`src/rtl/bfly_seq.sv`:
```
// bfly_seq: control sequencer for one shared radix-2 butterfly running an
// in-place decimation-in-time FFT. Walks every stage and butterfly, issues one
// read pair plus twiddle index per cycle, and replays the addresses LAT cycles
// later as the write-back strobe. Drain cycles between stages keep a stage from
// reading results that are still in flight. No sample data passes through here.
`timescale 1ns/1ps
module bfly_seq #(
  parameter int N       = 4,  // butterfly data width is 2**N (datapath only)
  parameter int LOG2PTS = 3,  // log2 of FFT size
  parameter int LAT     = 2   // rd_en to write-port latency
) (
  input  logic               clk,
  input  logic               rst,
  input  logic               start,
  input  logic               hold,
  output logic               busy,
  output logic               done,
  output logic [LOG2PTS-1:0] stage,
  output logic               rd_en,
  output logic [LOG2PTS-1:0] rd_addr_a,
  output logic [LOG2PTS-1:0] rd_addr_b,
  output logic [LOG2PTS-2:0] tw_idx,
  output logic               wr_en,
  output logic [LOG2PTS-1:0] wr_addr_a,
  output logic [LOG2PTS-1:0] wr_addr_b
);

  localparam int K_W = LOG2PTS - 1;

  localparam logic [1:0] S_IDLE  = 2'd0;
  localparam logic [1:0] S_ISSUE = 2'd1;
  localparam logic [1:0] S_DRAIN = 2'd2;
  localparam logic [1:0] S_DONE  = 2'd3;

  if (N < 1 || LOG2PTS < 2 || LOG2PTS > 8 || LAT < 1 || LAT > 8) begin : g_param_err
    $error("bfly_seq: parameter out of legal range");
  end

  logic [1:0]     state;
  logic [K_W-1:0] k;
  logic [3:0]     drain_cnt;

  logic                wr_vld_p [LAT];
  logic [LOG2PTS-1:0]  wr_a_p   [LAT];
  logic [LOG2PTS-1:0]  wr_b_p   [LAT];

  // Top operand address: group index shifted past the pair span, plus position.
  function automatic logic [LOG2PTS-1:0] addr_top(input logic [LOG2PTS-1:0] s,
                                                  input logic [K_W-1:0] kk);
    logic [LOG2PTS-1:0] kx, mask, pos, grp;
    kx   = {1'b0, kk};
    mask = (LOG2PTS'(1) << s) - LOG2PTS'(1);
    pos  = kx & mask;
    grp  = kx >> s;
    return (grp << (s + LOG2PTS'(1))) | pos;
  endfunction

  // Bottom operand sits one span above the top operand.
  function automatic logic [LOG2PTS-1:0] addr_bot(input logic [LOG2PTS-1:0] s,
                                                  input logic [K_W-1:0] kk);
    return addr_top(s, kk) + (LOG2PTS'(1) << s);
  endfunction

  // Twiddle index: position within the group scaled to the full ROM range.
  function automatic logic [K_W-1:0] twiddle(input logic [LOG2PTS-1:0] s,
                                             input logic [K_W-1:0] kk);
    logic [LOG2PTS-1:0] kx, mask, pos, shamt;
    kx    = {1'b0, kk};
    mask  = (LOG2PTS'(1) << s) - LOG2PTS'(1);
    pos   = kx & mask;
    shamt = LOG2PTS'(LOG2PTS - 1) - s;
    return K_W'(pos << shamt);
  endfunction

  // Sequencing FSM and registered issue outputs (p0 of the write delay line).
  always_ff @(posedge clk or posedge rst) begin
    if (rst) begin
      state     <= S_IDLE;
      stage     <= '0;
      k         <= '0;
      drain_cnt <= '0;
      busy      <= 1'b0;
      done      <= 1'b0;
      rd_en     <= 1'b0;
      rd_addr_a <= '0;
      rd_addr_b <= '0;
      tw_idx    <= '0;
    end else begin
      done      <= 1'b0;
      rd_en     <= 1'b0;
      rd_addr_a <= '0;
      rd_addr_b <= '0;
      tw_idx    <= '0;
      busy      <= (state == S_ISSUE) || (state == S_DRAIN);
      case (state)
        S_IDLE: begin
          if (start) begin
            state <= S_ISSUE;
            stage <= '0;
            k     <= '0;
          end
        end
        S_ISSUE: begin
          if (!hold) begin
            rd_en     <= 1'b1;
            rd_addr_a <= addr_top(stage, k);
            rd_addr_b <= addr_bot(stage, k);
            tw_idx    <= twiddle(stage, k);
            k         <= k + K_W'(1);
            if (&k) begin
              state     <= S_DRAIN;
              drain_cnt <= '0;
            end
          end
        end
        S_DRAIN: begin
          if (drain_cnt == 4'(LAT - 1)) begin
            if (stage == LOG2PTS'(LOG2PTS - 1)) begin
              state <= S_DONE;
            end else begin
              stage <= stage + LOG2PTS'(1);
              k     <= '0;
              state <= S_ISSUE;
            end
          end else begin
            drain_cnt <= drain_cnt + 4'd1;
          end
        end
        default: begin
          done  <= 1'b1;
          state <= S_IDLE;
        end
      endcase
    end
  end

  // Write-back delay line: free-running, carries the issued pair LAT cycles.
  always_ff @(posedge clk or posedge rst) begin
    if (rst) begin
      for (int i = 0; i < LAT; i++) begin
        wr_vld_p[i] <= 1'b0;
        wr_a_p[i]   <= '0;
        wr_b_p[i]   <= '0;
      end
    end else begin
      wr_vld_p[0] <= rd_en;
      wr_a_p[0]   <= rd_addr_a;
      wr_b_p[0]   <= rd_addr_b;
      for (int i = 1; i < LAT; i++) begin
        wr_vld_p[i] <= wr_vld_p[i-1];
        wr_a_p[i]   <= wr_a_p[i-1];
        wr_b_p[i]   <= wr_b_p[i-1];
      end
    end
  end

  assign wr_en     = wr_vld_p[LAT-1];
  assign wr_addr_a = wr_a_p[LAT-1];
  assign wr_addr_b = wr_b_p[LAT-1];

endmodule

```
`config.mk`:
```
export PLATFORM = sky130hd
export DESIGN_NAME = bfly_seq
export DESIGN_NICKNAME = d
export VERILOG_FILES = /design/src/rtl/bfly_seq.sv
export SDC_FILE = /design/constraint.sdc
export NUM_CORES = 1
export LEC_CHECK = 0
export ABC_CLOCK_PERIOD_IN_PS = 2370
export BUFFER_PORTS_ARGS = -buffer_cell sky130_fd_sc_hd__buf_2
export CORE_MARGIN = 3
export CORE_UTILIZATION = 45
export CTS_CLUSTER_DIAMETER = 50
export DETAILED_ROUTE_END_ITERATION = 6
export PLACE_DENSITY = 0.65
export SYNTH_ARGS = -nofsm -noshare
export SYNTH_HDL_FRONTEND = slang
export SYNTH_SLANG_ARGS = --single-unit
```
`constraint.sdc`:
```
create_clock -name clk -period 2.37 [get_ports clk]
set_input_delay 0.3555 -clock clk [delete_from_list [all_inputs] [get_ports clk]]
set_output_delay 0.3555 -clock clk [all_outputs]
set_load 0.02 [all_outputs]
```
Yosys cells after proc, flatten, opt, wreduce, memory -nomap -nowiden
Cells that the tools add are included.
Storage, ports and cells
  bits of input ports: 4
  flip-flop bits (word level): 36
  output and inout port bits: 21
  bits in read-only memories: 0
  memory bits (writable): 0
  memories kept: 0
  bits in latches: 0
Cells by class
  add/sub/neg operators: 6
  bitwise gates (word level): 2
  multiply operators: 0
  eq/ne operators: 10
  reductions and logical operators: 11
  shift-type cells: 4
  $lt $le $gt $ge: 0
  div/mod/pow operators: 0
  muxes and demuxes: 28
Operator list (number)
  two-way mux 2 bit: 11
  two-way mux 3 bit: 7
  two-way mux 4 bit: 3
  case mux 2 bit (3 select lines): 2
  AND reduction 4 bit: 3
  != test 2 bit (second input constant): 4
  case mux 4 bit (2 select lines): 1
  case mux 3 bit (2 select lines): 1
  AND reduction 5 bit: 1
  adder 4 x 1 -> 4 bit (second input constant): 1
  equality test 4 x 1 -> 1 bit (second input constant): 1
  != test 2 x 1 -> 1 bit (second input constant): 2
  nonzero test 2 bit: 2
  adder 3 x 1 -> 3 bit (second input constant): 1
  adder 3 bit: 1
  AND 2 x 3 -> 3 bit: 1
  equality test 3 x 2 -> 1 bit (second input constant): 1
  two-way mux 1 bit: 3
  OR 3 bit: 1
  nonzero test 3 bit: 1
  OR reduction 3 bit: 1
  << shifter 1 x 3 -> 3 bit (first input constant): 1
  << shifter 3 x 3 -> 2 bit: 1
  << shifter 3 x 3 -> 3 bit: 1
  9 further kinds: 9

Depth between registers and ports, before layout
  depth after elaboration: 7
  mapped depth: 10

Worst setup path before layout
OpenSTA, ideal clock, no wires.
  kind: flip-flop to flip-flop
  start: reg stage[0]
  end: reg rd_addr_b[1]
  library setup time: 119 ps
  slack: 74 ps
  period minus slack after synthesis: 2296 ps
  cell stages (with the launch flop): 8
  arrival: 2177 ps
  path through: dfrtp_1 inv_1 ha_1 nand2b_1 o31ai_1 ha_1 fa_1 and2_1
On the way
  cells in the longest elaborated chain, start to end: 7
  elaborated cells between the ends (all ways): 10
  classes of those cells: 3 x add/sub; 3 x shift; 2 x mux; 2 x bitwise
RTL lines
  from (decl): line 18  | output logic [LOG2PTS-1:0] stage,
  from (signal assigned): line 121  | stage <= stage + LOG2PTS'(1);
  branches (longest 4 deep; another with adder 3 x 1 -> 3 bit)
  adder 3 bit (*): line 61  | return addr_top(s, kk) + (LOG2PTS'(1) << s);
  two-way mux 3 bit (*): line 104  | if (!hold) begin
  two-way mux 3 bit (*): line 95  | case (state)
  to (signal assigned): line 107  | rd_addr_b <= addr_bot(stage, k);
  to (decl): line 21  | output logic [LOG2PTS-1:0] rd_addr_b,
Every way passes the cells marked *.
A chain may end at the register's enable or synchronous reset.

Worst setup path in the final report
  start: reg stage[0]
  end: reg rd_addr_b[2]
Same word-level chain as after synthesis.

==> impl_metrics.py <==
metrics = {
    "outcome": {
        "status": "finished, final reports clean",
    },
    "critical_path": {
        "timing.rr.end": "rd_addr_b[2]$_DFF_PP0_",
        "end_kind": "flip-flop",
        "cp.arrival_ns": 2.42,
        "crit-reg2reg-launch": "stage[0]$_DFFE_PP0P_",
        "setup.reg_to_reg.worst_slack_ns": 0.13,
        "critical_path_required_ns": 2.55,
        "rr_worst_depth": 10,
        "timing.critical_path.from_type": "flip-flop",
        "worstSetupPathType": "flip-flop to flip-flop",
        "crit_fanout": 9,
    },
    "placed_design": {
        "pre_cts_setup_slack_ns": 0.0605,
        "port-buffer-count": 24,
        "hpwl_mm": 2.09,
        "gp_congestion": 0.819,
        "dpl-instance-area_mm2": 0.00180,
    },
    "pwr": {
        "switchingPower_uw": 890,
        "power.density_mw_per_mm2": 1220,
        "leakage_nw": 0.992,
        "vdd_drop_max_v": 0.000592,
        "netSwitchingFraction_pct": 37.6,
        "combPwrFrac_pct": 40.8,
        "power.share.sequential_pct": 37.3,
        "power_frac_clock_pct": 22.0,
        "power_report.internal_total_mw": 1.48,
    },
    "cells_and_area": {
        "final_layout_size_suffix_gt1_share_pct": 26.3,
        "layout.cells.most_common": "sky130_fd_sc_hd__dfrtp_1",
        "fill_cells": 293,
        "final_cell_area_mm2": 0.00193,
        "final_cell_mix": "sky130_fd_sc_hd__dfrtp_1, sky130_fd_sc_hd__buf_2, sky130_fd_sc_hd__ha_1, sky130_fd_sc_hd__inv_1, sky130_fd_sc_hd__nand2_1",
        "finish.net_count": 187,
        "num_antenna_cells": 0,
        "area_growth_pct": 17.0,
    },
    "flow_run": {
        "cap_violations": 0,
    },
    "sta": {
        "max_freq_mhz": 447,
        "timing.slew.headroom_pct": 70.8,
        "report.final.slew_viol_count": 0,
        "pin_slew_with_the_least_headroom_to_its_limit_ns": 0.438,
        "final_period_minus_worst_setup_slack_ns": 2.24,
        "timing.final.ws_setup_ns": 0.131,
        "timing_hold_violations_final": 0,
        "setup_violation_total_in_the_final_timing_report": 0,
        "period_share_pct": 94.5,
        "timing.clock.skew_ns": 0.00477,
        "tns_ns": 0,
    },
    "logic_synthesis": {
        "yosys_register_bits": 36,
        "synthesized_area_per_cell_um2": 11.5,
        "syn-num-nets": 160,
        "yosys.area.top_type_share_pct": 54.5,
        "synthArstFlopShare_pct": 100,
        "synthCells": 143,
        "library_cell_occupying_the_most_area_in_the_post_synthesis_netlist": "sky130_fd_sc_hd__dfrtp_1",
        "synth_warnings": 0,
        "synth.lib_cells_used.distinct": 33,
        "netlist_area_mm2": 0.00165,
        "synth-seq-area-share_pct": 54.5,
        "synthFlopType": "sky130_fd_sc_hd__dfrtp_1",
        "ys_top_cells_by_area": "sky130_fd_sc_hd__dfrtp_1, sky130_fd_sc_hd__ha_1, sky130_fd_sc_hd__o21ai_0, sky130_fd_sc_hd__buf_4, sky130_fd_sc_hd__xnor2_1",
        "synth-edff-count": 0,
    },
    "detailed_routing": {
        "drt-wirelength-per-cell_um": 13.9,
        "dr_vias_cell": 4.98,
        "detailroute.via_count": 1081,
        "ant_nets": 0,
        "finalWirelength_mm": 3.02,
        "drt-initial-drc-count": 61,
        "drtPass1Iterations": 4,
        "total_drc_errors_in_the_routed_layout": 0,
    },
    "clock_tree": {
        "htree_levels": 2,
        "insertion_delay_to_the_later_sink_of_the_worst_skew_pair_ns": 0.28,
        "tritoncts": "built",
        "numCtsBuffers": 5,
        "clock-root-buffer": "sky130_fd_sc_hd__clkbuf_8",
        "clkSinkCount": 36,
        "longest_clk_path_bufs": 2,
        "clk_pin_slew_ns": 0.07,
    },
    "floorplanning": {
        "die_width_um": 66.6,
        "start_util_pct": 48.0,
        "design.portCount": 25,
        "standard_cell_core_area_mm2": 0.00344,
        "std_cell_rows": 21,
        "chipHeight_um": 66.6,
        "die_area_mm2": 0.00443,
    },
    "global_route": {
        "grt_antenna_before_repair": 0,
        "wire_length_of_the_first_global_routing_pass_mm": 5.04,
        "grt_start_max_net_pins": 37,
        "globalRouteTotalUtil_pct": 15.4,
        "grt_remaining_overflow": 0,
        "first_global_vias": 1127,
    },
    "hold_path": {
        "worst_hold_path_type": "primary input to async pin",
    },
}
[critical path, stage by stage, from the launching register on]
cell and delay [ns]:
sky130_fd_sc_hd__dfrtp_2 0.46, sky130_fd_sc_hd__inv_1 0.10, sky130_fd_sc_hd__ha_1 0.19, sky130_fd_sc_hd__nor2b_2 0.19, sky130_fd_sc_hd__nand2b_4 0.17, sky130_fd_sc_hd__o31ai_2 0.08, sky130_fd_sc_hd__ha_1 0.20, sky130_fd_sc_hd__fa_1 0.38
sky130_fd_sc_hd__xnor2_1 0.18, sky130_fd_sc_hd__xnor2_1 0.14, sky130_fd_sc_hd__nor2_1 0.05
[timing repair]
action | CTS | global route
setup endpoints to repair | 0 | 2
endpoints found under the hold margin | 0 | 0
hold buffers | 0 | 0
setup buffers | 0 | 1
gates resized for setup | 0 | 6
[power by group through the flow]
stage	Combinational, mW	Sequential, mW	Clock [mW]
floorplan	0.653	0.929	0
global placement	0.906	0.877	0
detailed placement	0.928	0.888	0
CTS	0.943	0.877	0.531
global route	1.09	0.903	0.561
finish	0.965	0.882	0.519
[state kept, by name, indices dropped and copies added (netlist names), 3 cells and up]
| signal | count |
|---|---|
| drain_cnt | 4 |
| rd_addr_a | 3 |
| rd_addr_b | 3 |
| stage | 3 |
| wr_a_p | 3 |
| wr_addr_a | 3 |
| wr_addr_b | 3 |
| wr_b_p | 3 |
[layout make-up]
type	count	area (um^2)	area share, %
inverters	10	37.5	1.94
well taps	46	57.6	2.98
multi-input cells	88	669	34.6
clock inverters	2	35.0	1.81
clock buffers	6	72.6	3.75
repair buffers	29	158	8.16
flip-flops and latches	36	903	46.7
[per-stage QoR]
stage	hold WS (ns)	power (mW)	std cells	utilization, %
6_report	0.165	2.37	217	56.2
5_1_grt	0.191	2.56	217	56.2
4_1_cts	0.171	2.35	216	55.4
2_1_floorplan	0.331	1.58	143	-
3_3_place_gp	0.331	1.78	208	52.3
3_5_place_dp	0.336	1.82	208	52.3
[synth_stat cells, types with 2 or more instances]
library cell and n:
sky130_fd_sc_hd__and2_1 4, sky130_fd_sc_hd__inv_1 10, sky130_fd_sc_hd__dfrtp_1 36, sky130_fd_sc_hd__mux2i_1 3
sky130_fd_sc_hd__buf_4 6, sky130_fd_sc_hd__nor2b_1 4, sky130_fd_sc_hd__nand2b_1 4, sky130_fd_sc_hd__nor2_1 5
sky130_fd_sc_hd__o221ai_1 2, sky130_fd_sc_hd__a22o_1 3, sky130_fd_sc_hd__o31ai_1 3, sky130_fd_sc_hd__nand2_1 9
sky130_fd_sc_hd__xnor2_1 5, sky130_fd_sc_hd__o21bai_1 2, sky130_fd_sc_hd__ha_1 12, sky130_fd_sc_hd__buf_2 2
sky130_fd_sc_hd__o21ai_0 9, sky130_fd_sc_hd__nand3_1 7, sky130_fd_sc_hd__nor3_1 2, sky130_fd_sc_hd__or3_1 2
[logic make-up after synthesis]
family / synth area share, %
simple gates: 14.0
flops: 54.5
compound gates: 9.47
buf+inv: 5.83
fa+ha+maj: 10.3
xor+xnor: 2.65
mux: 3.18
[layer usage]
layer	track usage, %	vias up	share of wire [%]
li1	-	530	-
met1	18.3	520	44
met2	25.7	29	51
met3	5.40	2	4.7
met4	5.58	0	0.27
met5	0	-	0
[how the worst max path moves through the flow]
stage | from | endpoint | slack (ns) | depth (start not counted)
floorplan | stage[0]$_DFFE_PP0P_ | rd_addr_b[1]$_DFF_PP0_ | 0.07 | 7
global placement | stage[0]$_DFFE_PP0P_ | rd_addr_b[2]$_DFF_PP0_ | 0.18 | 10
detailed placement | stage[0]$_DFFE_PP0P_ | rd_addr_b[2]$_DFF_PP0_ | 0.06 | 9
CTS | stage[0]$_DFFE_PP0P_ | rd_addr_b[1]$_DFF_PP0_ | 0.02 | 7
global route | stage[0]$_DFFE_PP0P_ | rd_addr_b[2]$_DFF_PP0_ | -0.02 | 10
finish | stage[0]$_DFFE_PP0P_ | rd_addr_b[2]$_DFF_PP0_ | 0.13 | 10
No activity file was read; power rests on OpenSTA's default activity.
